**src/rtl/poly_pkg.sv**
```systemverilog
// rtl/poly_pkg.sv - shared constants and modular helpers for the Kyber poly unit
package poly_pkg;

   localparam int COEF_W = 12;
   localparam int TAG_W  = 7;

   localparam logic [11:0] Q         = 12'd3329;
   localparam logic [12:0] BARRETT_M = 13'd5039;

   localparam logic M_CT = 1'b0;
   localparam logic M_GS = 1'b1;

   // One conditional subtract brings any 12-bit value (< 2q) into [0, q-1].
   function automatic logic [11:0] reduce_once(input logic [11:0] x);
      logic [11:0] y;
      y = x;
      if (x >= Q) y = x - Q;
      return y;
   endfunction

   // Both operands in [0, q-1]; the 13-bit sum is at most 2q-2.
   function automatic logic [11:0] mod_add(input logic [11:0] x, input logic [11:0] y);
      logic [12:0] s;
      s = {1'b0, x} + {1'b0, y};
      if (s >= {1'b0, Q}) s = s - {1'b0, Q};
      return s[11:0];
   endfunction

   // Both operands in [0, q-1]; a negative 13-bit difference gets +q.
   function automatic logic [11:0] mod_sub(input logic [11:0] x, input logic [11:0] y);
      logic [12:0] s;
      s = {1'b0, x} - {1'b0, y};
      if (s[12]) s = s + {1'b0, Q};
      return s[11:0];
   endfunction

endpackage

```
**src/rtl/mod_mul_barrett.sv**
```systemverilog
// rtl/mod_mul_barrett.sv - three-stage Barrett modular multiplier, r = x*w mod q
module mod_mul_barrett
   import poly_pkg::*;
(
   input  logic        clk,
   input  logic        rst,
   input  logic        hold,
   input  logic [11:0] x,
   input  logic [11:0] w,
   output logic [11:0] r
);

   logic [23:0] p1;
   logic [23:0] p2;
   logic [12:0] t2;
   logic [11:0] r3;

   logic [36:0] pm;
   logic [24:0] tq;
   logic [24:0] diff;
   logic [24:0] c1;
   logic [24:0] c2;

   // Quotient estimate: the 37-bit product keeps every bit before the shift.
   assign pm = {13'd0, p1} * {24'd0, BARRETT_M};

   // Estimate undershoots floor(p/q) by at most 2, so two subtracts finish the job.
   always_comb begin
      tq   = {12'd0, t2} * {13'd0, Q};
      diff = {1'b0, p2} - tq;
      c1   = diff;
      if (diff >= {13'd0, Q}) c1 = diff - {13'd0, Q};
      c2   = c1;
      if (c1 >= {13'd0, Q}) c2 = c1 - {13'd0, Q};
   end

   // Product, quotient and remainder registers, all frozen by hold.
   always_ff @(posedge clk) begin
      if (rst) begin
         p1 <= '0;
         p2 <= '0;
         t2 <= '0;
         r3 <= '0;
      end else if (!hold) begin
         p1 <= {12'd0, x} * {12'd0, w};
         p2 <= p1;
         t2 <= pm[36:24];
         r3 <= c2[11:0];
      end
   end

   assign r = r3;

endmodule

```
**src/rtl/ntt_butterfly.sv**
```systemverilog
// rtl/ntt_butterfly.sv - pipelined CT/GS modular butterfly, q = 3329, latency 4
module ntt_butterfly
   import poly_pkg::*;
#(
   parameter int DATWID = COEF_W,
   parameter int ADDWID = TAG_W
)
(
   input  logic              clk,
   input  logic              rst,
   input  logic              in_valid,
   input  logic              mode_in,
   input  logic [DATWID-1:0] a_in,
   input  logic [DATWID-1:0] b_in,
   input  logic [DATWID-1:0] w_in,
   input  logic [ADDWID-1:0] tag_in,
   input  logic              hold,
   output logic              out_valid,
   output logic [DATWID-1:0] a_out,
   output logic [DATWID-1:0] b_out,
   output logic [ADDWID-1:0] tag_out,
   output logic              busy
);

   logic [DATWID-1:0] a_red;
   logic [DATWID-1:0] b_red;
   logic [DATWID-1:0] w_red;
   logic [DATWID-1:0] sum_ab;
   logic [DATWID-1:0] dif_ab;
   logic [DATWID-1:0] mul_x;
   logic [DATWID-1:0] aux_in;
   logic [DATWID-1:0] mul_r;

   // Delay lines alongside the multiplier; index 2 is aligned with mul_r.
   logic [2:0]                    vld_d;
   logic [2:0]                    mode_d;
   logic [2:0][ADDWID-1:0]        tag_d;
   logic [2:0][DATWID-1:0]        aux_d;

   logic              vld4;
   logic [DATWID-1:0] a_q;
   logic [DATWID-1:0] b_q;
   logic [ADDWID-1:0] tag_q;
   logic [DATWID-1:0] a_nx;
   logic [DATWID-1:0] b_nx;

   // Stage-1 input conditioning: reduce, then pick the multiplier operand.
   // aux carries a (CT) or a+b (GS) to the final stage.
   always_comb begin
      a_red  = reduce_once(a_in);
      b_red  = reduce_once(b_in);
      w_red  = reduce_once(w_in);
      sum_ab = mod_add(a_red, b_red);
      dif_ab = mod_sub(a_red, b_red);
      mul_x  = (mode_in == M_GS) ? dif_ab : b_red;
      aux_in = (mode_in == M_GS) ? sum_ab : a_red;
   end

   mod_mul_barrett u_mul (
      .clk  (clk),
      .rst  (rst),
      .hold (hold),
      .x    (mul_x),
      .w    (w_red),
      .r    (mul_r)
   );

   // Final-stage combine: CT adds/subtracts the product, GS passes s and r.
   always_comb begin
      a_nx = mod_add(aux_d[2], mul_r);
      b_nx = mod_sub(aux_d[2], mul_r);
      if (mode_d[2] == M_GS) begin
         a_nx = aux_d[2];
         b_nx = mul_r;
      end
   end

   // Pipeline registers; hold freezes everything and blocks new captures.
   always_ff @(posedge clk) begin
      if (rst) begin
         vld_d  <= '0;
         mode_d <= '0;
         tag_d  <= '0;
         aux_d  <= '0;
         vld4   <= 1'b0;
         a_q    <= '0;
         b_q    <= '0;
         tag_q  <= '0;
      end else if (!hold) begin
         vld_d  <= {vld_d[1:0], in_valid};
         mode_d <= {mode_d[1:0], mode_in};
         tag_d  <= {tag_d[1:0], tag_in};
         aux_d  <= {aux_d[1:0], aux_in};
         vld4   <= vld_d[2];
         a_q    <= a_nx;
         b_q    <= b_nx;
         tag_q  <= tag_d[2];
      end
   end

   // A sample frozen by hold is presented again once hold drops.
   assign out_valid = vld4 & ~hold;
   assign a_out     = a_q;
   assign b_out     = b_q;
   assign tag_out   = tag_q;
   assign busy      = (|vld_d) | vld4;

endmodule
```
**config.mk**
```make
export PLATFORM = sky130hd
export DESIGN_NAME = ntt_butterfly
export DESIGN_NICKNAME = d
export VERILOG_FILES = /design/src/rtl/poly_pkg.sv /design/src/rtl/mod_mul_barrett.sv /design/src/rtl/ntt_butterfly.sv
export SDC_FILE = /design/constraint.sdc
export NUM_CORES = 1
export LEC_CHECK = 0
export CORE_MARGIN = 2
export CORE_UTILIZATION = 55
export CTS_CLUSTER_DIAMETER = 100
export DETAILED_ROUTE_END_ITERATION = 7
export MAX_ROUTING_LAYER = met4
export PLACE_DENSITY = 0.76
export SLEW_MARGIN = 20
export SYNTH_ARGS = -nofsm -noshare
export SYNTH_HDL_FRONTEND = slang
export SYNTH_SLANG_ARGS = --single-unit
```
**constraint.sdc**
```tcl
create_clock -name clk -period 10.8 [get_ports clk]
set_input_delay 1.62 -clock clk [delete_from_list [all_inputs] [get_ports clk]]
set_output_delay 1.62 -clock clk [all_outputs]
set_load 0.03 [all_outputs]
```
; ---- Word-level counts from Yosys, hierarchy flattened
; Cells that the tools add are included.
[classes]
add_sub_neg = 14
multipliers = 3
n_lt_le_gt_ge = 7
mux = 13
bitwise_logic = 3
n_reduce_logical = 1
[op_table]
columns = cell, count
row1 = 12-bit 2-to-1 mux, 12
row2 = 12-bit subtractor (second input constant), 6
row3 = 25-bit by 12-bit >= comparator with 1-bit output (second input constant), 2
row4 = 24-bit by 13-bit multiplier with 37-bit output (second input constant), 1
row5 = 12-bit >= comparator (second input constant), 3
row6 = 12-bit by 12-bit adder with 13-bit output, 2
row7 = 13-bit by 12-bit >= comparator with 1-bit output (second input constant), 2
row8 = 12-bit by 12-bit subtractor with 13-bit output, 2
row9 = 13-bit by 12-bit multiplier with 25-bit output (second input constant), 1
row10 = 25-bit 2-to-1 mux, 1
row11 = 24-bit by 25-bit subtractor with 25-bit output, 1
row12 = 25-bit by 12-bit subtractor with 25-bit output (second input constant), 1
row13 = 12-bit adder (second input constant), 2
row14 = 12-bit by 12-bit multiplier with 24-bit output, 1
row15 = 3-bit OR reduction, 1
row16 = 1-bit bitwise AND, 1
row17 = 1-bit inverter, 1
row18 = 1-bit OR, 1
[totals]
register_bits = 168

; ---- Logic depth before layout (Yosys ltp)
[depth]
depth_word = 7
mapped_depth = 53
ltp_nobuf = 51

; ---- By module
; A second synthesis with hierarchy kept.
[unflattened]
hier_cells = 2924
hier_area_um2 = 24950.2
[modules_own_cells]
columns = module, n_inst, cells_each, area_each_um2, seq_area_each_um2
row1 = mod_mul_barrett, 1, 1913, 17040.1, 1461.4
row2 = ntt_butterfly, 1, 1011, 7910.1, 1901.8

; ---- Worst setup path before layout
; Ideal clock, no wire load.
[synth_timing]
kind = input -> register
startpoint = in b_in[4]
endpoint = reg u_mul.p1[22]
setup_time_ns = 0.071
t_arrival_ns = 10.983
required_time_ns = 10.729
setup_slack_ns = -0.254
stages = 48
path_cell_list = or4_1 nor2_1 nand3b_1 a21oi_1 a21boi_0 and2_1 clkbuf_1 xnor2_1 ha_1 inv_1 fa_1 nor2b_1 o21a_1 o21ai_0 a21oi_1 o21ai_0 a21oi_1 o21ai_0 [12 not listed] fa_1 inv_1 fa_1 inv_1 fa_1 inv_1 ha_1 a21boi_0 o21ai_0 a21boi_0 o21ai_0 a21oi_1 o21ai_0 a211oi_1 o31ai_1 xnor2_1 nand2_1 a21oi_1
[synth_between]
elab_chain_cells = 7
elab_cells_between_ends = 8
[synth_lines]
columns = item, line
row1 = "start, declared", ntt_butterfly.sv:14  ; input logic [DATWID-1:0] b_in,
row2 = 12-bit subtractor or 12-bit >= comparator (tied branches), poly_pkg.sv:17  ; if (x >= Q) y = x - Q;
row3 = 12-bit 2-to-1 mux *, poly_pkg.sv:17
row4 = 12-bit by 12-bit subtractor with 13-bit output, poly_pkg.sv:32  ; s = {1'b0, x} - {1'b0, y};
row5 = 12-bit adder, poly_pkg.sv:33  ; if (s[12]) s = s + {1'b0, Q};
row6 = 12-bit 2-to-1 mux, poly_pkg.sv:33
row7 = 12-bit 2-to-1 mux *, ntt_butterfly.sv:55  ; mul_x = (mode_in == M_GS) ? dif_ab : b_red;
row8 = 12-bit by 12-bit multiplier with 24-bit output *, mod_mul_barrett.sv:45  ; p1 <= {12'd0, x} * {12'd0, w};
row9 = "end signal, assigned", mod_mul_barrett.sv:45
row10 = "end, declared", mod_mul_barrett.sv:13  ; logic [23:0] p1;
; Mark *: on every way between the ends. The rest lies on a longest branch, timed or not.
; A chain may end at the register's enable or synchronous reset.

; ---- Worst setup path after layout
[layout_timing]
startpoint = in a_in[2]
endpoint = reg u_mul.p1[21]
[layout_between]
elab_chain_cells = 7
elab_cells_between_ends = 8
[layout_lines]
columns = item, line
row1 = "start, declared", ntt_butterfly.sv:13  ; input logic [DATWID-1:0] a_in,
row2 = 12-bit subtractor or 12-bit >= comparator (tied branches), poly_pkg.sv:17
row3 = 12-bit 2-to-1 mux *, poly_pkg.sv:17
row4 = 12-bit by 12-bit subtractor with 13-bit output *, poly_pkg.sv:32
row5 = 12-bit adder, poly_pkg.sv:33
row6 = 12-bit 2-to-1 mux *, poly_pkg.sv:33
row7 = 12-bit 2-to-1 mux *, ntt_butterfly.sv:55
row8 = 12-bit by 12-bit multiplier with 24-bit output *, mod_mul_barrett.sv:45
; Marks and branches as above.

==> flow_summary_export.csv <==
group,metric,value,unit
run_status,status,"finished clean",
floorplan,core,42790,um2
yosys,synth_top_area_share,22.02,%
cells_and_area,regArea,3363,um2
drt,wl_per_cell,16.53,um
floorplan,start_util,55.44,%
grt,grt_pass1_vias,20090,
grt,grt_usage,27.52,%
cts,root_buffer,"clkbuf_16",
worst_hold_path,min_path_cells,2,
worst_setup_path,end_kind,"flip-flop",
sta,setup_violations,0,
worst_setup_path,criticalPathCategory,"input pin to flip-flop",
yosys,seq_area_frac_synth,14.18,%
place,gp_routability_congestion,0.9609,
worst_setup_path,worst-endpoint-required,11180,ps
worst_setup_path,critPathMaxStageDelay,560,ps
cells_and_area,syn2layout_area_growth,14.68,%
worst_setup_path,path_max_fanout,6,
yosys,synthTopCellsByArea,"fa_1 22%, ha_1 17%, dfxtp_1 14%, inv_1 7.2%, mux2i_1 4.6%",
drt,routed_via_density,5.542,
cts,cts.clk_slew.worst_paths,80,ps
place,portBuffers,80,
grt,grt_pass1_wl,97080,um
yosys,syn_area_per_cell,8.531,um2
cts,htreeDepth,4,
sta,max-slew-margin-rel,30.49,%
worst_hold_path,worstHoldStart,"b_out[11]",
floorplan,die_area,44810,um2
cts,cts_buffers,17,
grt,antenna_found_initial,0,
drt,dr.first_iter.drc_count,1036,
drt,drt-total-wl,58210,um
drt,firstDrtPassIters,5,
sta,finalCritPeriodShare,96.40,%
cts,cts_tree,"done",
sta,setup_tns,0,ps
sta,max_clock_freq,0.09605,GHz
cells_and_area,nets,3602,
worst_setup_path,arrival,10790,ps
grt,gr-total-overflow,0,
place,dp.cells,3476,
floorplan,die_w,211.7,um
floorplan,io_pins,81,
cells_and_area,finalNonFillerCells,3521,
job,cap_violations,0,
yosys,synth_top_area_cell,"fa_1",
yosys,yosysWarnings,0,
yosys,synth.ff_latch_count,168,
yosys,synth_edf_count,0,
worst_setup_path,reg2reg_depth,23,
sta,period_minus_slack,10410,ps
grt,globalRoute.busiestLayer,"met2",
grt,use_met2,48.12,%
worst_setup_path,regToRegEndpoint,"u_mul.r[7]",
sta,drv_slew,0,
worst_setup_path,r2r_start,"u_mul.t2[2]",
sta,hold_ws,464.0,ps
sta,worst_pin_slew,1039,ps
worst_setup_path,start_kind,"input pin",
yosys,synthCells,2781,
yosys,synthArstFlopShare,0,%
floorplan,rows,76,
cts,clock_path_buffers,2,
cells_and_area,fin_util,63.58,%
drt,drc_errors,0,
cts,clock_sinks,168,
yosys,syn_nets,3421,
yosys,synth_flop_cell,"dfxtp_1",
worst_setup_path,worst-r2r-setup-slack,2890,ps
sta,hold_violations,0,
floorplan,die_y,211.7,um
cts,clk-insertion-delay-late,460,ps
cells_and_area,diodes,0,
worst_hold_path,hold_path.class,"flip-flop to flip-flop",
drt,ant_nets,0,
drt,vias,19510,
cells_and_area,multi_input_area,18740,um2
grt,grt_max_degree,88,
grt,grtUsageMet3,3.056,%
place,hpwl,47350,um
sta,fin_worst_skew,15.98,ps
cells_and_area,fillers,3570,
yosys,syn_area,23720,um2
yosys,synth_cell_type_count,90,
worst_setup_path,worst_path_max_delay_cell,"or4_4",
grt,gr-usage-met1,33.19,%
worst_hold_path,min_to,"b_out[11]",
cells_and_area,drive_gt1_share,10.92,%
==> synthesized netlist by cell type (all sizes together), types with 20 or more instances <==
| library cell | n |
|---|---|
| fa | 261 |
| xor2 | 58 |
| clkbuf | 73 |
| nor2 | 288 |
| inv | 453 |
| o21ai | 85 |
| nand3 | 43 |
| dfxtp | 168 |
| nand2 | 207 |
| a211oi | 25 |
| nor2b | 34 |
| a21o | 31 |
| and2 | 25 |
| nand2b | 20 |
| a21oi | 154 |
| xnor2 | 99 |
| o21bai | 21 |
| mux2i | 110 |
| ha | 331 |
| nor3 | 42 |
| and3 | 26 |
==> cell families after synthesis <==
group / Yosys count / share of synthesized area (%)
muxes: 112 / 4.752
buffers and inverters: 540 / 8.649
xor gates and xnor gates: 157 / 5.828
adders and majority gates: 592 / 39.48
and+or+nand+nor: 760 / 14.72
DFF: 168 / 14.18
AOI/OAI and AO/OA: 452 / 12.39
==> area by class of cell <==
| class | instances | share of cell area [%] |
|---|---|---|
| Clock inverter | 15 | 0.7588 |
| Inverter | 453 | 6.250 |
| Clock buffer | 17 | 1.564 |
| Timing Repair Buffer | 249 | 7.689 |
| Sequential cell | 168 | 12.36 |
| Tap cell | 546 | 2.511 |
| Multi-Input combinational cell | 2073 | 68.87 |
==> worst max-delay path by stage <==
stage | start | end | slack, ps | cells after the start
2_1_floorplan | b_in[4] | u_mul.p1[22] | -0.4 | 51
3_3_place_gp | b_in[4] | u_mul.p1[22] | -860 | 46
3_5_place_dp | a_in[3] | u_mul.p1[22] | -1230 | 49
4_1_cts | b_in[4] | u_mul.p1[23] | 10 | 50
5_1_grt | b_in[1] | u_mul.p1[23] | -70 | 48
6_report | a_in[2] | u_mul.p1[21] | 390 | 51
==> worst max-delay path, delay by kind of cell <==
family / cells / cell delay, ps
compound gates: 21 / 3050
xor+xnor: 3 / 400
fa+ha+maj: 7 / 2800
buf+inv: 10 / 1210
simple gates: 10 / 1690
==> cells in the final DEF (no fill, tap or decap), types with 8 or more instances in the layout <==
cell | netlist | routed
a211oi_1 | 22 | 19
a21boi_0 | 15 | 10
a21o_1 | 31 | 30
a21oi_1 | 153 | 145
a21oi_2 | 1 | 9
a311oi_1 | 8 | 8
a31oi_1 | 10 | 10
and2_1 | 25 | 24
and3_1 | 26 | 26
buf_4 | 3 | 166
clkbuf_16 | 0 | 17
clkdlybuf4s50_1 | 0 | 73
dfxtp_1 | 168 | 168
fa_1 | 261 | 255
ha_1 | 331 | 322
inv_1 | 452 | 442
inv_2 | 1 | 11
mux2i_1 | 109 | 107
nand2_1 | 206 | 196
nand2_2 | 0 | 10
nand2b_1 | 20 | 19
nand3_1 | 42 | 42
nand4_1 | 12 | 12
nor2_1 | 287 | 282
nor2b_1 | 34 | 32
nor3_1 | 42 | 36
o211a_1 | 9 | 9
o21a_1 | 11 | 11
o21ai_0 | 78 | 64
o21ai_1 | 7 | 15
o21bai_1 | 21 | 21
o22ai_1 | 11 | 11
or2_2 | 14 | 13
xnor2_1 | 98 | 92
xor2_1 | 58 | 57
==> through the flow <==
stage,cell area [um2],setup slack [ps]
2_1_floorplan,23750,-0.3801
3_3_place_gp,26050,-861.0
3_5_place_dp,26050,-1226
4_1_cts,26770,13.16
5_1_grt,27210,-65.38
6_report,27210,389.3
==> registers in the layout, indices dropped and copies added (netlist names) <==
name	cells
u_mul.p2	24
aux_d	36
tag_d	21
vld4	1
u_mul.p1	24
mode_d	3
u_mul.r	12
b_out	12
a_out	12
u_mul.t2	13
vld_d	3
tag_out	7
==> routing by layer <==
layer  wire length, um  vias up
li1                  -     9502
met4              1585        0
met1             25210     9543
met5                 0        -
met3              1987      107
met2             29430      362
==> repair_timing <==
item                       in CTS  in global routing
setup endpoints to repair      10                 11
cloned                          0                  0
setup buffers                   5                  8
pin swaps                      17                 72
gates resized for setup        29                 91
hold buffers                    0                  0
Power is left out: the tool's default activity adds up to more than one toggle a clock period on the data nets, which glitch-free logic cannot reach.
